**src/rtl/bin2bcd_arb.sv**
```systemverilog
// ============================================================================
// bin2bcd_arb
// ----------------------------------------------------------------------------
// Round-robin arbiter/sequencer that shares one 32-bit binary-to-BCD converter
// among N requesters. One requester is granted at a time. Its operand is
// latched into conv_bin, the converter is started with a one-cycle conv_en
// strobe, and the 10-digit result is captured on conv_fin. The result is then
// returned with a one-cycle done pulse to the served requester.
//
// Transaction timeline (cycle 0 = idle cycle in which req is sampled):
//   cycle 1       S_START : conv_en high, gnt one-hot
//   cycles 2..    S_WAIT  : waiting for conv_fin (normally in cycle 34)
//   cycle 35      S_DONE  : done[idx] high, bcd_out valid, gnt already zero
//   cycle 36      S_IDLE  : next arbitration
//
// If conv_fin never arrives, a watchdog ends S_WAIT after 63 cycles. In that
// case bcd_out is loaded with all-ones, which can never be a legal BCD value.
//
// Ports:
//   CLK        in   1      clock, rising edge
//   RST        in   1      asynchronous active-low reset
//   req        in   N      per-requester request, held until matching done
//   bin        in   32*N   operand of requester i at [32*i+31:32*i]
//   gnt        out  N      one-hot grant while a transaction is in flight
//   done       out  N      one-cycle completion pulse to served requester
//   bcd_out    out  40     captured digits, digit k at [4k+3:4k]
//   busy       out  1      arbiter not idle
//   conv_en    out  1      converter start strobe
//   conv_bin   out  32     converter operand
//   conv_bcd   in   40     converter digits {bcd9..bcd0}
//   conv_busy  in   1      converter busy
//   conv_fin   in   1      converter finish pulse
// ============================================================================
module bin2bcd_arb #(
    parameter int N  = 4,
    parameter int IW = 3
) (
    input  logic              CLK,
    input  logic              RST,
    input  logic [N-1:0]      req,
    input  logic [32*N-1:0]   bin,
    output logic [N-1:0]      gnt,
    output logic [N-1:0]      done,
    output logic [39:0]       bcd_out,
    output logic              busy,
    output logic              conv_en,
    output logic [31:0]       conv_bin,
    input  logic [39:0]       conv_bcd,
    input  logic              conv_busy,
    input  logic              conv_fin
);

    typedef enum logic [1:0] {
        S_IDLE  = 2'd0,
        S_START = 2'd1,
        S_WAIT  = 2'd2,
        S_DONE  = 2'd3
    } state_t;

    // Power-of-two width covering every index value, used for exact-width
    // indexing of request/one-hot vectors.
    localparam int          NP       = 1 << IW;
    localparam logic [39:0] ERR_MARK = 40'hFF_FFFF_FFFF;
    localparam logic [5:0]  WD_LIMIT = 6'd63;

    // ------------------------------------------------------------------------
    // Helper functions
    // ------------------------------------------------------------------------

    // (v + k) mod N for v, k < N; one conditional subtract is enough.
    function automatic logic [IW-1:0] wrap_inc(input logic [IW-1:0] v,
                                               input logic [IW:0]   k);
        logic [IW:0] sum;
        sum = {1'b0, v} + k;
        if (sum >= (IW+1)'(N)) begin
            sum = sum - (IW+1)'(N);
        end else begin
            sum = sum;
        end
        return sum[IW-1:0];
    endfunction

    // First requester at or after pointer p, scanning upward modulo N.
    function automatic logic [IW-1:0] pick_winner(input logic [N-1:0]  r,
                                                  input logic [IW-1:0] p);
        logic [NP-1:0] r_ext;
        logic [IW-1:0] cand;
        logic [IW-1:0] win;
        logic          found;
        r_ext = NP'(r);
        win   = {IW{1'b0}};
        found = 1'b0;
        for (int k = 0; k < N; k++) begin
            cand = wrap_inc(p, (IW+1)'(k));
            if (!found && r_ext[cand]) begin
                win   = cand;
                found = 1'b1;
            end else begin
                found = found;
            end
        end
        return win;
    endfunction

    // One-hot N-bit vector with bit s set.
    function automatic logic [N-1:0] onehot(input logic [IW-1:0] s);
        logic [NP-1:0] v;
        v = {{(NP-1){1'b0}}, 1'b1} << s;
        return v[N-1:0];
    endfunction

    // 32-bit operand slice of requester s.
    function automatic logic [31:0] sel_operand(input logic [32*N-1:0] b,
                                                input logic [IW-1:0]   s);
        logic [31:0] r;
        r = 32'd0;
        for (int i = 0; i < N; i++) begin
            r = (s == IW'(i)) ? b[32*i +: 32] : r;
        end
        return r;
    endfunction

    // ------------------------------------------------------------------------
    // State and registered outputs
    // ------------------------------------------------------------------------
    state_t          state_q,    state_d;
    logic [N-1:0]    gnt_q,      gnt_d;
    logic [N-1:0]    done_q,     done_d;
    logic [39:0]     bcd_out_q,  bcd_out_d;
    logic            conv_en_q,  conv_en_d;
    logic [31:0]     conv_bin_q, conv_bin_d;
    logic [IW-1:0]   p_q,        p_d;
    logic [IW-1:0]   idx_q,      idx_d;
    logic [5:0]      wd_q,       wd_d;

    logic [IW-1:0]   winner_s;
    logic            req_any_s;

    // Arbitration result for the current request vector and pointer.
    always_comb begin
        req_any_s = |req;
        winner_s  = pick_winner(req, p_q);
    end

    // Next-state and next-output logic for the sequencer.
    always_comb begin
        state_d    = state_q;
        gnt_d      = gnt_q;
        done_d     = {N{1'b0}};
        bcd_out_d  = bcd_out_q;
        conv_en_d  = 1'b0;
        conv_bin_d = conv_bin_q;
        p_d        = p_q;
        idx_d      = idx_q;
        wd_d       = wd_q;

        case (state_q)
            S_IDLE: begin
                // A still-draining converter blocks a new grant.
                if (req_any_s && !conv_busy) begin
                    idx_d      = winner_s;
                    conv_bin_d = sel_operand(bin, winner_s);
                    gnt_d      = onehot(winner_s);
                    // conv_en is registered, so raising it here makes it
                    // high exactly during the S_START cycle.
                    conv_en_d  = 1'b1;
                    state_d    = S_START;
                end else begin
                    state_d    = S_IDLE;
                end
            end

            S_START: begin
                // Watchdog counts S_WAIT cycles including the current one.
                wd_d    = 6'd1;
                state_d = S_WAIT;
            end

            S_WAIT: begin
                // conv_bcd is valid only in the conv_fin cycle.
                if (conv_fin) begin
                    bcd_out_d = conv_bcd;
                    done_d    = onehot(idx_q);
                    gnt_d     = {N{1'b0}};
                    state_d   = S_DONE;
                end else if (wd_q == WD_LIMIT) begin
                    bcd_out_d = ERR_MARK;
                    done_d    = onehot(idx_q);
                    gnt_d     = {N{1'b0}};
                    state_d   = S_DONE;
                end else begin
                    wd_d      = wd_q + 6'd1;
                    state_d   = S_WAIT;
                end
            end

            S_DONE: begin
                // Served requester drops to lowest priority.
                p_d     = wrap_inc(idx_q, {{IW{1'b0}}, 1'b1});
                state_d = S_IDLE;
            end

            default: begin
                state_d = S_IDLE;
            end
        endcase
    end

    // State and output registers with asynchronous active-low reset.
    always_ff @(posedge CLK or negedge RST) begin
        if (!RST) begin
            state_q    <= S_IDLE;
            gnt_q      <= {N{1'b0}};
            done_q     <= {N{1'b0}};
            bcd_out_q  <= 40'd0;
            conv_en_q  <= 1'b0;
            conv_bin_q <= 32'd0;
            p_q        <= {IW{1'b0}};
            idx_q      <= {IW{1'b0}};
            wd_q       <= 6'd0;
        end else begin
            state_q    <= state_d;
            gnt_q      <= gnt_d;
            done_q     <= done_d;
            bcd_out_q  <= bcd_out_d;
            conv_en_q  <= conv_en_d;
            conv_bin_q <= conv_bin_d;
            p_q        <= p_d;
            idx_q      <= idx_d;
            wd_q       <= wd_d;
        end
    end

    assign gnt      = gnt_q;
    assign done     = done_q;
    assign bcd_out  = bcd_out_q;
    assign conv_en  = conv_en_q;
    assign conv_bin = conv_bin_q;
    assign busy     = (state_q != S_IDLE);

endmodule

```
**config.mk**
```make
export PLATFORM = sky130hd
export DESIGN_NAME = bin2bcd_arb
export DESIGN_NICKNAME = d
export VERILOG_FILES = /design/src/rtl/bin2bcd_arb.sv
export SDC_FILE = /design/constraint.sdc
export NUM_CORES = 1
export LEC_CHECK = 0
export CORE_MARGIN = 2
export CORE_UTILIZATION = 44
export DETAILED_ROUTE_END_ITERATION = 10
export GPL_ROUTABILITY_DRIVEN = 0
export PLACE_DENSITY = 0.88
export SETUP_SLACK_MARGIN = 0.2
export SYNTH_ARGS = -nofsm -noshare
export SYNTH_HDL_FRONTEND = slang
export SYNTH_SLANG_ARGS = --single-unit
```
**constraint.sdc**
```tcl
create_clock -name CLK -period 5.3 [get_ports CLK]
set_clock_uncertainty 0.2 [all_clocks]
set_input_delay 0.795 -clock CLK [delete_from_list [all_inputs] [get_ports CLK]]
set_output_delay 0.795 -clock CLK [all_outputs]
set_load 0.005 [all_outputs]
```
==> results of run 1 <==
## cells in the mapped netlist (all sizes together)
master / number
o22a: 40
mux2: 2
dfrtp: 95
o211ai: 1
nand3: 4
o41ai: 2
o22ai: 2
nor3: 1
mux4: 2
o21a: 1
and3: 5
nor2b: 1
nand2b: 1
xor2: 4
mux2i: 36
a2111oi: 31
clkbuf: 35
or2: 1
and2: 3
a211o: 1
nor2: 41
nand4: 5
a21oi: 35
a31oi: 3
clkinv: 1
nand2: 20
and3b: 1
a211oi: 34
ha: 12
nor3b: 1
a21o: 2
buf: 8
a2111o: 1
a221oi: 2
o21ai: 35
inv: 10
## power breakdown
group	total (mW)	switching, mW	internal (mW)
Sequential	1.28	0.226	1.05
Clock	0.690	0.273	0.417
Combinational	2.48	1.23	1.25
Total	4.45	1.73	2.72
## sequential cells by signal, summed over array words and instances, names as in the netlist
| signal | flops |
|---|---|
| bcd_out | 40 |
| conv_bin | 32 |
| wd_q | 6 |
| done | 4 |
| gnt | 4 |
| idx_q | 3 |
| p_q | 3 |
| state_q | 2 |
| conv_en | 1 |
## per-stage QoR
stage / setup slack [ns] / cell area [sq um] / utilization
global route: 0.856 / 8020 / 0.712
CTS: 1.14 / 8020 / 0.712
floorplan: 2.30 / 5030 / -
finish: 1.13 / 8020 / 0.712
detailed placement: 1.16 / 7700 / 0.683
global placement: 1.30 / 7700 / 0.683
## per-layer routing
layer | vias up | share of wire
li1 | 2286 | -
met1 | 2303 | 0.41
met2 | 269 | 0.47
met3 | 44 | 0.085
met4 | 0 | 0.040
met5 | - | 0
## how the worst max path moves through the flow
stage	start	endpoint	slack, ns	depth (start not counted)
6_report	p_q[0]	conv_bin[15]	1.13	10
5_1_grt	p_q[0]	conv_bin[16]	0.86	10
4_1_cts	p_q[0]	conv_bin[15]	1.14	10
3_5_place_dp	req[1]	conv_bin[15]	1.16	9
3_3_place_gp	req[1]	conv_bin[23]	1.30	9
2_1_floorplan	p_q[0]	conv_bin[18]	2.30	10
## logic make-up (layout without fill, tap and decap cells)
logic type	Yosys count	count (layout)	synth area share
xor gates and xnor gates	4	4	0.00697
AOI/OAI and AO/OA	190	190	0.279
muxes	40	40	0.0851
DFF	95	95	0.473
adders and majority gates	12	12	0.0299
buffers and inverters	54	292	0.0490
and+or+nand+nor	84	84	0.0767
## area by class of cell
| type | instances | area, sq um | area share |
|---|---|---|---|
| Tap cell | 143 | 179 | 0.0223 |
| Clock inverter | 6 | 93.8 | 0.0117 |
| Timing Repair Buffer | 265 | 2640 | 0.329 |
| Multi-Input combinational cell | 330 | 2460 | 0.307 |
| Inverter | 11 | 41.3 | 0.00515 |
| Sequential cell | 95 | 2380 | 0.296 |
| Clock buffer | 10 | 229 | 0.0285 |
## critical path: cells and delay by family, from the launching register on
kind / cells / cell delay (ns)
muxes: 2 / 0.47
AOI/OAI and AO/OA: 4 / 1.18
buffers and inverters: 3 / 0.87
DFF: 1 / 0.68
adders and majority gates: 1 / 0.55
==> results.yml, run 1 <==
cells_and_area:
  final_common_cell: "clkdlybuf4s50_1"
  stdcell_count: 860
  final_net_count: 900
  layout_common_cells: "256 x clkdlybuf4s50_1, 95 x dfrtp_1, 40 x nor2_1, 40 x o22a_1, 36 x mux2i_1"
  area_delta_synth_final_pct: 59.6
  nFillCells: 805
  diodes: 0
  drive_gt1_frac: 0.0600
setup_path:
  r2r_cells: 10
  cpPeakStageDelay_ns: 0.69
  cp.required_ns: 5.26
  end_kind: "flip-flop"
  critPathKind: "flip-flop to flip-flop"
  crit_path_top_delay_cell: "a21o_2"
  startpoint_type: "flip-flop"
  critical_path.max_fanout: 36
  path_cells: "inv_1 -> ha_1 -> mux2_2 -> o211ai_1 -> a211oi_4 -> buf_4 -> a21o_2 -> buf_12 -> mux2i_1 -> a211oi_1"
  r2r_slack_ns: 1.13
  reg2reg_to: "conv_bin[15]"
  crit_arrival_ns: 4.13
  r2r-start: "p_q[0]"
routing:
  drt-total-wl_um: 15500
  vias: 4902
  antenna_left: 0
  first_pass_iters: 4
  drt_iter0_drc: 264
  wl_per_cell_um: 18.0
  drcViolationCount: 0
  drt-vias-per-instance: 5.70
floorplanning:
  core_sq_mm: 0.0113
  io_pins: 258
  die_h_um: 111
  die_area_sq_mm: 0.0123
  initial_utilization: 0.446
  fp.dieW_um: 111
  fp-row-count: 39
sta:
  holdWs_ns: 0.276
  period_needed_ns: 4.17
  setup_violations: 0
  worst_pin_slew_ns: 1.31
  fmax_mhz: 240
  tns_ns: 0
  slew_violations: 0
  finalHoldViolations: 0
  maxSlewHeadroom: 0.128
  rsz0062_at_grt: "false"
  fin_crit_sh: 0.788
grt:
  grt_pass1_vias: 4883
  track_usage: 0.249
  grt_antenna_before_repair: 0
  overflow: 0
  use_met1: 0.313
  grtUsageMet3: 0.0585
  grt_pass1_wl_um: 24700
  use_met2: 0.409
  top_usage_layer: "met2"
  grt_max_degree: 65
logic_synthesis:
  synth_area_leaders: "dfrtp_1 47%, mux2i_1 7.2%, o22a_1 7.0%"
  ys_seq_area_frac: 0.473
  netlist_instances: 479
  synth-seq-cells: 95
  yosysTopAreaCell: "dfrtp_1"
  syn_area_sq_mm: 0.00503
  yosysWarnings: 0
  syn_nets: 667
  ys_types: 45
  synth_area_per_cell_sq_um: 10.5
  yosys.area.top_type_share: 0.473
clock_network:
  clk-insertion-delay-late_ns: 0.33
  numCtsBuffers: 9
  cts_buffer_depth: 2
  cts_hold_buf: 0
  clk_pin_slew_worst_paths_ns: 0.07
  htree_levels: 3
  cts_tree: "built"
  cts_resized: 0
  post-cts-setup-buffer-count: 0
  clock-root-buffer: "clkbuf_16"
  clock-sinks: 95
power:
  p_leak_nw: 3.15
  p_per_area_mw_per_mm2: 555
  fin_total_pwr_mw: 4.45
  ir_drop_uv: 380
placed_design:
  placedCellCount: 844
  io_buffers: 257
  dp_hpwl_um: 11500
hold_path:
  hold_path.class: "flip-flop to flip-flop"
  hold_start: "gnt[3]"
  min_to: "gnt[3]"
  whs_path_depth: 2
run_status:
  status: "complete, no violations"
job:
  max_cap_viol_count: 0
Power figures use the tool's default switching activity.
==> run 2, diff against run 1 <==
--- a/config.mk
+++ b/config.mk
@@ -6,10 +6,10 @@
 export NUM_CORES = 1
 export LEC_CHECK = 0
 export CORE_MARGIN = 2
-export CORE_UTILIZATION = 44
+export CORE_UTILIZATION = 36
 export DETAILED_ROUTE_END_ITERATION = 10
 export GPL_ROUTABILITY_DRIVEN = 0
-export PLACE_DENSITY = 0.88
+export PLACE_DENSITY = 0.77
 export SETUP_SLACK_MARGIN = 0.2
 export SYNTH_ARGS = -nofsm -noshare
 export SYNTH_HDL_FRONTEND = slang
==> constraint.sdc (replaced) <==
create_clock -name CLK -period 3.7 [get_ports CLK]
set_clock_uncertainty 0.2 [all_clocks]
set_input_delay 0.555 -clock CLK [delete_from_list [all_inputs] [get_ports CLK]]
set_output_delay 0.555 -clock CLK [all_outputs]
set_load 0.005 [all_outputs]
==> run 2 against run 1 <==
Against the previous run:
- hold slack improved by 0.0068 ns
- critical path type unchanged
- count of clock-buffer cells in the layout decreased by 1
- highest routed layer unchanged
- clock power rose by 55%
- register-to-register slack worse by 0.70 ns
- utilization down 12 points
- sequential power rose by 41%
- via count is 0.69% higher
- combinational power grew 48%
- critical path depth is 1 lower
- flip-flop and latch count stayed put
- design area grew 1.7%
- fmax is 28% higher
==> results.yml, run 2 (same netlist as run 1, synthesis figures left out) <==
run_status:
  status: "complete, no violations"
sta:
  worst_pin_slew_ns: 1.29
  setup_violations: 0
  fmax_mhz: 306
  period_needed_ns: 3.27
  fin_crit_sh: 0.884
  finalHoldViolations: 0
  tns_ns: 0
  slew_violations: 0
  maxSlewHeadroom: 0.137
  rsz0062_at_grt: "false"
  fin_ws_ns: 0.429
cells_and_area:
  drive_gt1_frac: 0.0704
  stdcell_count: 904
  final_common_cell: "clkdlybuf4s50_1"
  largest_reg_flops: 40
  diodes: 0
  layout_common_cells: "256 x clkdlybuf4s50_1, 95 x dfrtp_1, 40 x nor2_1, 40 x o22a_1, 36 x mux2i_1"
  area_delta_synth_final_pct: 62.3
  final_net_count: 908
  utilization: 0.592
hold_path:
  hold_start: "gnt[3]"
  hold_path.class: "flip-flop to flip-flop"
power:
  clkPwrFrac: 0.163
  pwr-share-seq: 0.276
  intPower_mw: 4.03
  p_sw_mw: 2.52
  fin_total_pwr_mw: 6.55
  swShare: 0.385
  ir_drop_uv: 343
  power_frac_comb: 0.561
  p_per_area_mw_per_mm2: 803
  p_leak_nw: 3.20
routing:
  antenna_left: 0
  drt-total-wl_um: 16200
  wl_per_cell_um: 17.9
  vias: 4936
  first_pass_iters: 5
  drt-vias-per-instance: 5.46
  drcViolationCount: 0
  drt_iter0_drc: 240
setup_path:
  startpoint_type: "flip-flop"
  critPathKind: "flip-flop to flip-flop"
  startpoint: "p_q[1]"
  r2r-start: "p_q[1]"
  critical_path.max_fanout: 18
  cp.required_ns: 3.70
  crit_arrival_ns: 3.28
  end_kind: "flip-flop"
floorplanning:
  core_sq_mm: 0.0138
  initial_utilization: 0.365
  die_area_sq_mm: 0.0149
  die_h_um: 122
  fp-row-count: 43
  fp.dieW_um: 122
  io_pins: 258
grt:
  top_usage_layer: "met2"
  grtUsageMet3: 0.0552
  use_met1: 0.246
  grt_max_degree: 49
  grt_antenna_before_repair: 0
  grt_pass1_wl_um: 25000
  overflow: 0
  track_usage: 0.213
  grt_pass1_vias: 5022
  use_met2: 0.378
clock_network:
  numCtsBuffers: 9
  clk-insertion-delay-late_ns: 0.33
  htree_levels: 3
  cts_buffer_depth: 2
  clock-root-buffer: "clkbuf_16"
  cts_tree: "built"
  clk_pin_slew_worst_paths_ns: 0.07
  clock-sinks: 95
placed_design:
  io_buffers: 257
  placedCellCount: 887
  dp_hpwl_um: 12200
  preCtsSetupSlack_ns: 0.207
job:
  max_cap_viol_count: 0
[run 2: critical path: stages (launching register included)]
cell and delay [ns]:
dfrtp_1 0.58, inv_1 0.11, ha_2 0.47, mux2_2 0.38, o211ai_1 0.18, a211oi_4 0.12
a21o_2 0.24, buf_4 0.23, a2111oi_0 0.53, a211oi_1 0.10
[run 2: final cells by class]
class / instances / area, sq um
Clock inverter: 6 / 119
Tap cell: 180 / 225
Multi-Input combinational cell: 330 / 2460
Timing Repair Buffer: 273 / 2710
Sequential cell: 95 / 2380
Clock buffer: 9 / 225
Inverter: 11 / 41.3
Fill cell: 1166 / 5610
[run 2: power by group through the flow]
stage          Combinational [mW]  Sequential (mW)  Clock [mW]
5_1_grt                      3.99             1.87        1.14
3_3_place_gp                 3.55             1.81           0
3_5_place_dp                 3.66             1.83           0
2_1_floorplan                2.01             1.82           0
4_1_cts                      3.67             1.81        1.09
6_report                     3.67             1.81        1.07
[run 2: final timing paths]
kind                                end  slack (ns)  cells past startpoint
max reg2reg                conv_bin[22]        0.43                      9
max in group asynchronous   bcd_out[24]        1.97                      3
min in group asynchronous    bcd_out[6]        0.51                      2
min reg2reg                      gnt[3]        0.28                      2
min                              gnt[3]        0.28                      2
max                        conv_bin[22]        0.43                      9
[run 2: per-layer routing]
metal  up-vias  wire length [um]
met5         -                 0
met4         0               326
met3        30              1630
met2       263              8090
met1      2338              6160
li1       2305                 -
[run 2: per-stage QoR]
step | hold WS, ns | cell area (sq um)
2_1_floorplan | 0.0594 | 5030
3_3_place_gp | 0.256 | 7790
3_5_place_dp | 0.275 | 7790
4_1_cts | 0.290 | 8140
5_1_grt | 0.312 | 8160
6_report | 0.283 | 8160
[run 2: timing repair]
action                     CTS  global route
hold endpoints to repair    31             0
resized for setup            0             3
buffers inserted             0             1
hold buffers                 1             0
setup endpoints to repair    0            24
